## config.mk

```make
export PLATFORM = sky130hd
export DESIGN_NAME = morse_key_timer_flat
export DESIGN_NICKNAME = d
export VERILOG_FILES = /design/src/rtl/morse_pkg.sv /design/src/rtl/morse_key_timer_if.sv /design/src/rtl/morse_key_timer_debouncer.sv /design/src/rtl/morse_key_timer.sv /design/src/flat_wrapper.sv
export SDC_FILE = /design/constraint.sdc
export NUM_CORES = 1
export LEC_CHECK = 0
export CORE_MARGIN = 5
export CORE_UTILIZATION = 25
export DETAILED_ROUTE_END_ITERATION = 7
export PLACE_DENSITY = 0.45
export SYNTH_ARGS = -nofsm -noshare
export SYNTH_HDL_FRONTEND = slang
export SYNTH_SLANG_ARGS = --single-unit
```

## constraint.sdc

```tcl
create_clock -name Clk -period 3.3 [get_ports Clk]
set_input_delay 0.66 -clock Clk [delete_from_list [all_inputs] [get_ports Clk]]
set_output_delay 0.66 -clock Clk [all_outputs]
set_load 0.01 [all_outputs]
```

## src/rtl/morse_pkg.sv

```systemverilog
// Shared definitions for the Morse key front-end and the sequence_producer
// that consumes its symbol stream.
package morse_pkg;

   localparam int MAX_SYMBOLS = 5;

   typedef enum logic [1:0] {
      IDLE,
      PRESS,
      GAP,
      WORD_WAIT
   } key_state_t;

endpackage

```

## src/rtl/morse_key_timer_if.sv

```systemverilog
// Key input and symbol pulse outputs of morse_key_timer, grouped as one bundle.
// master drives the key; slave is the timer producing the pulses.
interface morse_key_timer_if;

   logic       Key;
   logic       Dot;
   logic       Dash;
   logic       Space;
   logic       EndSeq;
   logic       Overrun;
   logic [2:0] SymCount;

   modport master (
      output Key,
      input  Dot, Dash, Space, EndSeq, Overrun, SymCount
   );

   modport slave (
      input  Key,
      output Dot, Dash, Space, EndSeq, Overrun, SymCount
   );

endinterface

```

## src/rtl/morse_key_timer_debouncer.sv

```systemverilog
// Two-flop synchronizer followed by a stability filter: key_d follows the
// synchronized key only after it has disagreed for DEBOUNCE consecutive cycles.
module key_debouncer #(
   parameter int DEBOUNCE = 4
) (
   input  logic clk,
   input  logic srst,
   input  logic key,
   output logic key_d
);

   localparam int DW = (DEBOUNCE > 1) ? $clog2(DEBOUNCE) : 1;
   localparam logic [DW-1:0] CNT_LAST = DW'(DEBOUNCE - 1);

   logic          sync1_reg;
   logic          key_s_reg;
   logic          key_d_reg;
   logic [DW-1:0] stable_cnt_reg;

   // Rise and fall use the same filter, so press length is preserved exactly.
   always_ff @(posedge clk) begin
      if (srst) begin
         sync1_reg      <= 1'b0;
         key_s_reg      <= 1'b0;
         key_d_reg      <= 1'b0;
         stable_cnt_reg <= '0;
      end else begin
         sync1_reg <= key;
         key_s_reg <= sync1_reg;
         if (key_s_reg != key_d_reg) begin
            if (stable_cnt_reg == CNT_LAST) begin
               key_d_reg      <= key_s_reg;
               stable_cnt_reg <= '0;
            end else begin
               stable_cnt_reg <= stable_cnt_reg + DW'(1);
            end
         end else begin
            stable_cnt_reg <= '0;
         end
      end
   end

   assign key_d = key_d_reg;

endmodule

```

## src/rtl/morse_key_timer.sv

```systemverilog
// Classifies debounced key presses into Dot/Dash and silences into Space/EndSeq
// pulses, capping each letter at MAX_SYMBOLS symbols.
module morse_key_timer
   import morse_pkg::*;
#(
   parameter int CW        = 16,
   parameter int DEBOUNCE  = 4,
   parameter int DASH_MIN  = 300,
   parameter int SPACE_GAP = 900,
   parameter int END_GAP   = 2100
) (
   input  logic               Clk,
   input  logic               Reset,
   morse_key_timer_if.slave   kt
);

   localparam logic [CW-1:0] CNT_MAX     = '1;
   localparam logic [CW-1:0] DASH_MIN_C  = CW'(DASH_MIN);
   localparam logic [CW-1:0] SPACE_GAP_C = CW'(SPACE_GAP);
   localparam logic [CW-1:0] END_GAP_C   = CW'(END_GAP);
   localparam logic [2:0]    MAX_SYM_C   = 3'(MAX_SYMBOLS);

   logic key_d;

   key_debouncer #(
      .DEBOUNCE(DEBOUNCE)
   ) u_debouncer (
      .clk   (Clk),
      .srst  (Reset),
      .key   (kt.Key),
      .key_d (key_d)
   );

   key_state_t    state_reg, state_next;
   logic [CW-1:0] press_cnt_reg, press_cnt_next;
   logic [CW-1:0] gap_cnt_reg, gap_cnt_next;
   logic [2:0]    sym_cnt_reg, sym_cnt_next;
   logic          dot_reg, dot_next;
   logic          dash_reg, dash_next;
   logic          space_reg, space_next;
   logic          end_reg, end_next;
   logic          overrun_reg, overrun_next;

   logic [CW-1:0] press_inc;
   logic [CW-1:0] gap_inc;

   assign press_inc = (press_cnt_reg == CNT_MAX) ? press_cnt_reg : press_cnt_reg + CW'(1);
   assign gap_inc   = (gap_cnt_reg == CNT_MAX) ? gap_cnt_reg : gap_cnt_reg + CW'(1);

   always_ff @(posedge Clk) begin
      if (Reset) begin
         state_reg     <= IDLE;
         press_cnt_reg <= '0;
         gap_cnt_reg   <= '0;
         sym_cnt_reg   <= '0;
         dot_reg       <= 1'b0;
         dash_reg      <= 1'b0;
         space_reg     <= 1'b0;
         end_reg       <= 1'b0;
         overrun_reg   <= 1'b0;
      end else begin
         state_reg     <= state_next;
         press_cnt_reg <= press_cnt_next;
         gap_cnt_reg   <= gap_cnt_next;
         sym_cnt_reg   <= sym_cnt_next;
         dot_reg       <= dot_next;
         dash_reg      <= dash_next;
         space_reg     <= space_next;
         end_reg       <= end_next;
         overrun_reg   <= overrun_next;
      end
   end

   always_comb begin
      state_next     = state_reg;
      press_cnt_next = press_cnt_reg;
      gap_cnt_next   = gap_cnt_reg;
      sym_cnt_next   = sym_cnt_reg;
      dot_next       = 1'b0;
      dash_next      = 1'b0;
      space_next     = 1'b0;
      end_next       = 1'b0;
      overrun_next   = 1'b0;

      case (state_reg)
         IDLE: begin
            if (key_d) begin
               state_next     = PRESS;
               press_cnt_next = CW'(1);
            end
         end

         PRESS: begin
            if (key_d) begin
               press_cnt_next = press_inc;
            end else begin
               state_next   = GAP;
               gap_cnt_next = '0;
               // A full letter swallows further presses but still reports them.
               if (sym_cnt_reg < MAX_SYM_C) begin
                  if (press_cnt_reg < DASH_MIN_C) begin
                     dot_next = 1'b1;
                  end else begin
                     dash_next = 1'b1;
                  end
                  sym_cnt_next = sym_cnt_reg + 3'd1;
               end else begin
                  overrun_next = 1'b1;
               end
            end
         end

         GAP: begin
            if (key_d) begin
               state_next     = PRESS;
               press_cnt_next = CW'(1);
            end else begin
               gap_cnt_next = gap_inc;
               if (gap_inc >= SPACE_GAP_C) begin
                  state_next   = WORD_WAIT;
                  space_next   = 1'b1;
                  sym_cnt_next = '0;
               end
            end
         end

         WORD_WAIT: begin
            // gap_cnt keeps running from the last symbol, so EndSeq is timed from it too.
            if (key_d) begin
               state_next     = PRESS;
               press_cnt_next = CW'(1);
            end else begin
               gap_cnt_next = gap_inc;
               if (gap_inc >= END_GAP_C) begin
                  state_next = IDLE;
                  end_next   = 1'b1;
               end
            end
         end

         default: begin
            state_next = IDLE;
         end
      endcase
   end

   assign kt.Dot      = dot_reg;
   assign kt.Dash     = dash_reg;
   assign kt.Space    = space_reg;
   assign kt.EndSeq   = end_reg;
   assign kt.Overrun  = overrun_reg;
   assign kt.SymCount = sym_cnt_reg;

endmodule

```

## src/flat_wrapper.sv

```systemverilog
// flat-port wrapper written by rule: the top's interface ports become plain ports
module morse_key_timer_flat import morse_pkg::*;
#(
   parameter int CW        = 16,
   parameter int DEBOUNCE  = 4,
   parameter int DASH_MIN  = 300,
   parameter int SPACE_GAP = 900,
   parameter int END_GAP   = 2100
)
  (Clk, Reset, kt_Key, kt_Dot, kt_Dash, kt_Space, kt_EndSeq, kt_Overrun, kt_SymCount);
  morse_key_timer_if kt_i ();
  input  logic Clk;
  input  logic Reset;
  input wire logic [$bits(kt_i.Key)-1:0] kt_Key;
  output wire logic [$bits(kt_i.Dot)-1:0] kt_Dot;
  output wire logic [$bits(kt_i.Dash)-1:0] kt_Dash;
  output wire logic [$bits(kt_i.Space)-1:0] kt_Space;
  output wire logic [$bits(kt_i.EndSeq)-1:0] kt_EndSeq;
  output wire logic [$bits(kt_i.Overrun)-1:0] kt_Overrun;
  output wire logic [$bits(kt_i.SymCount)-1:0] kt_SymCount;
  assign kt_i.Key = kt_Key;
  assign kt_Dot = kt_i.Dot;
  assign kt_Dash = kt_i.Dash;
  assign kt_Space = kt_i.Space;
  assign kt_EndSeq = kt_i.EndSeq;
  assign kt_Overrun = kt_i.Overrun;
  assign kt_SymCount = kt_i.SymCount;
  morse_key_timer #(.CW(CW), .DEBOUNCE(DEBOUNCE), .DASH_MIN(DASH_MIN), .SPACE_GAP(SPACE_GAP), .END_GAP(END_GAP)) u_core (.Clk(Clk), .Reset(Reset), .kt(kt_i));
endmodule
```

==> flow_summary.yaml, run 1 <==
pwr:
  p_switching_mw: 0.2356
  ir_worst_vdd_mv: 0.1728
  powerDensity_mw_per_mm2: 332.2
  p_int_mw: 0.7286
  power_frac_comb: 0.018
  power.share.clock: 0.392
  total_leakage_power_nw: 0.9573
  pwr-share-seq: 0.590
  power_mw: 0.9643
  p_sw_frac: 0.2444
cells_and_area:
  final_cell_count_no_fill: 465
  nets: 338
  stdcell_area_sq_mm: 0.002903
  num_antenna_cells: 0
  seqCellArea_sq_um: 940.9
  drive_above_1_share: 0.07530
  post-route-util: 0.2943
  nFillCells: 1092
  multi_input_area_sq_mm: 0.001508
  areaGrowthSynthToFinish_pct: 14.23
setup_path:
  cp_slowest_cell: "nor4_1"
  crit_family: "simple AND/OR/NAND/NOR gates"
  critPathMaxFanout: 7
  crit_buf_inv: 1
  crit_type: "reg2reg"
  cp-end-kind: "register"
  critPathArrivalTime_ps: 3090
  worst_setup_path_start_kind: "register"
  required_ps: 3510
  crit_chain: "ha_1 > nand3_1 > nor4_1 > xnor2_1 > nand2_1 > nor4_1 > buf_4 > a311oi_2 > o31a_1"
  cpPeakStageDelay_ps: 630
  cpMostUsedCell: "nor4_1"
die:
  die_area_sq_mm: 0.01228
  io-pin-count: 11
  start_util: 0.2576
  num_rows: 36
  die_w_um: 110.8
  die_h_um: 110.8
  core_area_sq_mm: 0.009864
yosys:
  ys_seq_area_frac: 0.3703
  synth_cells: 321
  synthArstFlopShare: 0
  synth_area_per_cell_sq_um: 7.916
  synth_cell_types: 49
  syn_area_sq_mm: 0.002541
  yosys_register_bits: 47
  synth_top_flop_cell: "dfxtp_1"
  yosysWarnings: 0
  synth_edf_count: 0
  syn_nets: 328
timing:
  finalHoldViolations: 0
  skew_ps: 17.92
  finalSetupViolCount: 0
  tightest_slew_ps: 1099
  rsz0062_at_grt: "no"
  fin_crit_sh: 0.8724
  relSlewSlack: 0.2593
  setup_ws_ps: 421.0
  fmax_mhz: 347.3
  tns_ps: 0
  min_period_ps: 2879
  slew_violations: 0
  holdWs_ps: 426.4
route:
  via_count: 2305
  routedWlPerCell_um: 13.19
  dr.pass1.iters: 4
  avgViaCountPerCell: 4.957
  drtIter0Drc: 101
  drc: 0
  ant_nets: 0
  wl_mm: 6.134
place:
  dp_hpwl_mm: 4.236
  place.gp.congestion: 0.8365
  io_buffers: 10
  dpl_cell_area_sq_mm: 0.002809
  dp_cells: 457
  place_ws_ps: 427.7
clock_network:
  cts_root_buffer: "clkbuf_8"
  cts_hold_buf: 0
  clock_path_buffers: 2
  htreeDepth: 2
  path_clk_slew_ps: 110
  cts_tree: "done"
  cts_setup_buffers: 0
  cts_buffers: 5
  clock_latency_ps: 310
  cts_resized: 0
  clock_sinks: 47
grt:
  track_usage: 0.1005
  antenna_found_initial: 0
  grt_pass1_vias: 2063
  grt-ovfl-total: 0
  grt_pass1_wl_mm: 10.38
  grt_max_degree: 29
run_status:
  outcome: "finished, final reports clean"
min_path:
  min_path_type: "reg2reg"
job:
  cap_violations: 0
[path summary, 6_finish.rpt]
path                            slack [ps]  cells past startpoint                            startpoint                                    to
worst max-delay path                   420                      9                 u_core.gap_cnt_reg[0]                   u_core.state_reg[0]
worst min register to register         430                      1  u_core.u_debouncer.stable_cnt_reg[0]  u_core.u_debouncer.stable_cnt_reg[0]
worst min-delay path                   430                      1  u_core.u_debouncer.stable_cnt_reg[0]  u_core.u_debouncer.stable_cnt_reg[0]
worst max register to register         420                      9                 u_core.gap_cnt_reg[0]                   u_core.state_reg[0]
[synthesized netlist by cell type (4+ instances only)]
cell type | instances | area, sq um
a21oi_1 | 22 | 110.1
a22oi_1 | 6 | 45.04
a31oi_1 | 4 | 25.02
and2_1 | 5 | 31.28
and3_1 | 5 | 31.28
and4_1 | 4 | 35.03
buf_2 | 4 | 20.02
clkbuf_1 | 10 | 37.54
dfxtp_1 | 47 | 940.9
ha_1 | 4 | 50.05
inv_1 | 7 | 26.28
mux2i_1 | 7 | 70.07
nand2_1 | 36 | 135.1
nand3_1 | 17 | 85.08
nand4_1 | 6 | 37.54
nor2_1 | 40 | 150.1
nor3_1 | 7 | 35.03
nor4_1 | 9 | 56.30
o21ai_0 | 20 | 100.1
o31ai_1 | 7 | 52.55
or3_1 | 8 | 50.05
xnor2_1 | 6 | 52.55
xor2_1 | 6 | 52.55
[layer usage]
layer	global-route usage	part of all wire	vias up
met5	0	0	-
met4	0.02956	0.0096	0
met3	0.02074	0.023	4
met2	0.1602	0.46	27
met1	0.1366	0.51	1088
li1	-	-	1186
[placed cells by master (no fill, tap or decap), types with 2 or more instances in the layout]
cell and instances:
a21oi_1 22, a22oi_1 6, a31oi_1 4, and2_1 5
and3_1 5, and4_1 4, buf_4 9, clkbuf_8 5
clkdlybuf4s50_1 10, dfxtp_1 47, ha_1 4, inv_1 7
inv_6 2, mux2_2 2, mux2i_1 7, nand2_1 36
nand3_1 17, nand4_1 6, nor2_1 40, nor2b_1 3
nor3_1 7, nor4_1 9, o211ai_1 2, o21a_1 3
o21ai_0 20, o31a_1 2, o31ai_1 7, or3_1 8
or4_1 2, xnor2_1 6, xor2_1 6
[power by group through the flow]
stage | combinational, mW | clock [mW] | sequential, mW
after floorplan | 0.00998 | 0 | 0.582
after global placement | 0.0177 | 0 | 0.582
after detailed placement | 0.0175 | 0 | 0.582
after CTS | 0.0177 | 0.404 | 0.569
after global routing | 0.0194 | 0.428 | 0.569
final | 0.0172 | 0.378 | 0.569
[cell type report]
class,count,share of cell area
Inverter,7,0.009052
Tap cell,133,0.05733
Clock buffer,5,0.02371
Sequential cell,47,0.3241
Multi-Input combinational cell,251,0.5194
Timing Repair Buffer,19,0.05776
Clock inverter,3,0.008621
[kinds of logic after synthesis]
| logic type | count (synthesis) | synth area share |
|---|---|---|
| simple gates | 150 | 0.3063 |
| mux | 9 | 0.03644 |
| fa+ha+maj | 4 | 0.01970 |
| buf+inv | 23 | 0.03644 |
| xor+xnor | 12 | 0.04136 |
| compound gates | 76 | 0.1896 |
| flops | 47 | 0.3703 |
[worst register-to-register path: cells and delay by family (launching register included)]
family / cells / cell delay [ps]
AOI/OAI and AO/OA: 2 / 450
xor gates and xnor gates: 1 / 190
adders and majority gates: 1 / 270
buffers and inverters: 1 / 200
DFF: 1 / 450
and+or+nand+nor: 4 / 1250
Power figures use the tool's default switching activity.
==> inputs of run 2 (changes only) <==
--- a/config.mk
+++ b/config.mk
@@ -5,10 +5,13 @@
 export SDC_FILE = /design/constraint.sdc
 export NUM_CORES = 1
 export LEC_CHECK = 0
+export CAP_MARGIN = 15
 export CORE_MARGIN = 5
 export CORE_UTILIZATION = 25
+export CTS_BUF_LIST = sky130_fd_sc_hd__clkbuf_8
 export DETAILED_ROUTE_END_ITERATION = 7
 export PLACE_DENSITY = 0.45
+export RECOVER_POWER = 50
 export SYNTH_ARGS = -nofsm -noshare
 export SYNTH_HDL_FRONTEND = slang
 export SYNTH_SLANG_ARGS = --single-unit
==> flow_summary.yaml, run 2 (synthesis results as in run 1) <==
timing:
  tightest_slew_ps: 1328
  min_period_ps: 2879
  fin_crit_sh: 0.8725
  relSlewSlack: 0.1148
  fmax_mhz: 347.3
  skew_ps: 17.83
  tns_ps: 0
  finalHoldViolations: 0
  rsz0062_at_grt: "no"
  slew_violations: 0
  finalSetupViolCount: 0
place:
  io_buffers: 10
  dpl_cell_area_sq_mm: 0.002809
  dp_hpwl_mm: 4.236
  place.gp.congestion: 0.8365
setup_path:
  critPathMaxFanout: 7
  r2r_setup_slack_ps: 420
  cp-end-kind: "register"
  required_ps: 3510
  cp_slowest_cell: "nor4_1"
  crit_chain: "ha_1 > nand3_1 > nor4_1 > xnor2_1 > nand2_1 > nor4_1 > buf_4 > a311oi_2 > o31a_1"
  worst_setup_path_start_kind: "register"
  cpPeakStageDelay_ps: 630
  critPathArrivalTime_ps: 3090
  cpMostUsedCell: "nor4_1"
  crit_type: "reg2reg"
clock_network:
  cts_tree: "done"
  clock_path_buffers: 2
  path_clk_slew_ps: 110
  cts_buffers: 5
  cts_resized: 0
  htreeDepth: 2
  cts_setup_buffers: 0
  cts_hold_buf: 0
  clock_latency_ps: 310
  cts_root_buffer: "clkbuf_8"
  clock_sinks: 47
grt:
  grt-ovfl-total: 0
  grt_pass1_vias: 2063
  antenna_found_initial: 0
  track_usage: 0.1005
  grt_pass1_wl_mm: 10.38
  grt_max_degree: 29
route:
  via_count: 2305
  wl_mm: 6.129
  dr.pass1.iters: 4
  drc: 0
  avgViaCountPerCell: 4.957
  ant_nets: 0
  routedWlPerCell_um: 13.18
  drtIter0Drc: 72
pwr:
  powerDensity_mw_per_mm2: 332.3
  total_leakage_power_nw: 0.9755
  ir_worst_vdd_mv: 0.1728
cells_and_area:
  nets: 338
  drive_above_1_share: 0.07229
  final_common_cell: "dfxtp_1"
  nFillCells: 1094
  areaGrowthSynthToFinish_pct: 14.08
  num_antenna_cells: 0
  layout_common_cells: "47 x dfxtp_1, 40 x nor2_1, 36 x nand2_1"
  stdcell_area_sq_mm: 0.002899
die:
  num_rows: 36
  die_w_um: 110.8
  die_area_sq_mm: 0.01228
  die_h_um: 110.8
  io-pin-count: 11
  core_area_sq_mm: 0.009864
  start_util: 0.2576
job:
  cap_violations: 0
run_status:
  outcome: "finished, final reports clean"
min_path:
  min_path_type: "reg2reg"
[run 2: cell count changes in the layout (fill, tap and decap cells not counted)]
cell,delta
dlygate4sd3_1,+7
buf_4,-1
clkbuf_1,+1
clkdlybuf4s50_1,-7
[run 2: path summary, 6_finish.rpt]
kind	start	end	cells after the start
worst min register to register	u_core.u_debouncer.stable_cnt_reg[0]	u_core.u_debouncer.stable_cnt_reg[0]	1
worst min-delay path	u_core.u_debouncer.stable_cnt_reg[0]	u_core.u_debouncer.stable_cnt_reg[0]	1
worst max-delay path	u_core.gap_cnt_reg[0]	u_core.state_reg[0]	9
worst max register to register	u_core.gap_cnt_reg[0]	u_core.state_reg[0]	9
[run 2: layout make-up]
cell class | count | area, sq um | share of cell area
tap | 133 | 166.4 | 0.05740
sequential | 47 | 940.9 | 0.3246
timing repair buffer | 19 | 163.9 | 0.05654
inverter | 7 | 26.28 | 0.009063
clock buffer | 5 | 68.82 | 0.02374
multi-input combinational | 251 | 1508 | 0.5201
clock inverter | 3 | 25.02 | 0.008632
[run 2: layer usage]
layer / GRT usage / share of wire
met5: 0 / 0
met4: 0.02956 / 0.0096
met3: 0.02074 / 0.023
met2: 0.1602 / 0.46
met1: 0.1366 / 0.51
[run 2: critical path: cells and delay by family, from the launching register on]
kind                       cells  cell delay [ps]
xor gates and xnor gates       1              190
adders and majority gates      1              270
DFF                            1              450
AOI/OAI and AO/OA              2              450
buffers and inverters          1              200
and+or+nand+nor                4             1250
[run 2: metrics by stage]
step           cells  setup slack (ps)  power, mW  hold slack, ps  utilization
6_report         465             420.9     0.9634           426.3       0.2939
5_1_grt          465             222.5      1.016           454.6       0.2939
4_1_cts          465             431.2     0.9908           432.1       0.2943
3_5_place_dp     457             427.7     0.5996           414.8       0.2848
3_3_place_gp     457             449.6     0.5998           410.2       0.2848
2_1_floorplan    321             812.1     0.5919           397.4            -
[run 2: power by group]
group / leakage, nW / switching, mW / internal (mW)
sequential: 0.379 / 0.000650 / 0.568
combinational: 0.551 / 0.0118 / 0.00459
clock: 0.0452 / 0.223 / 0.155
total: 0.976 / 0.236 / 0.728
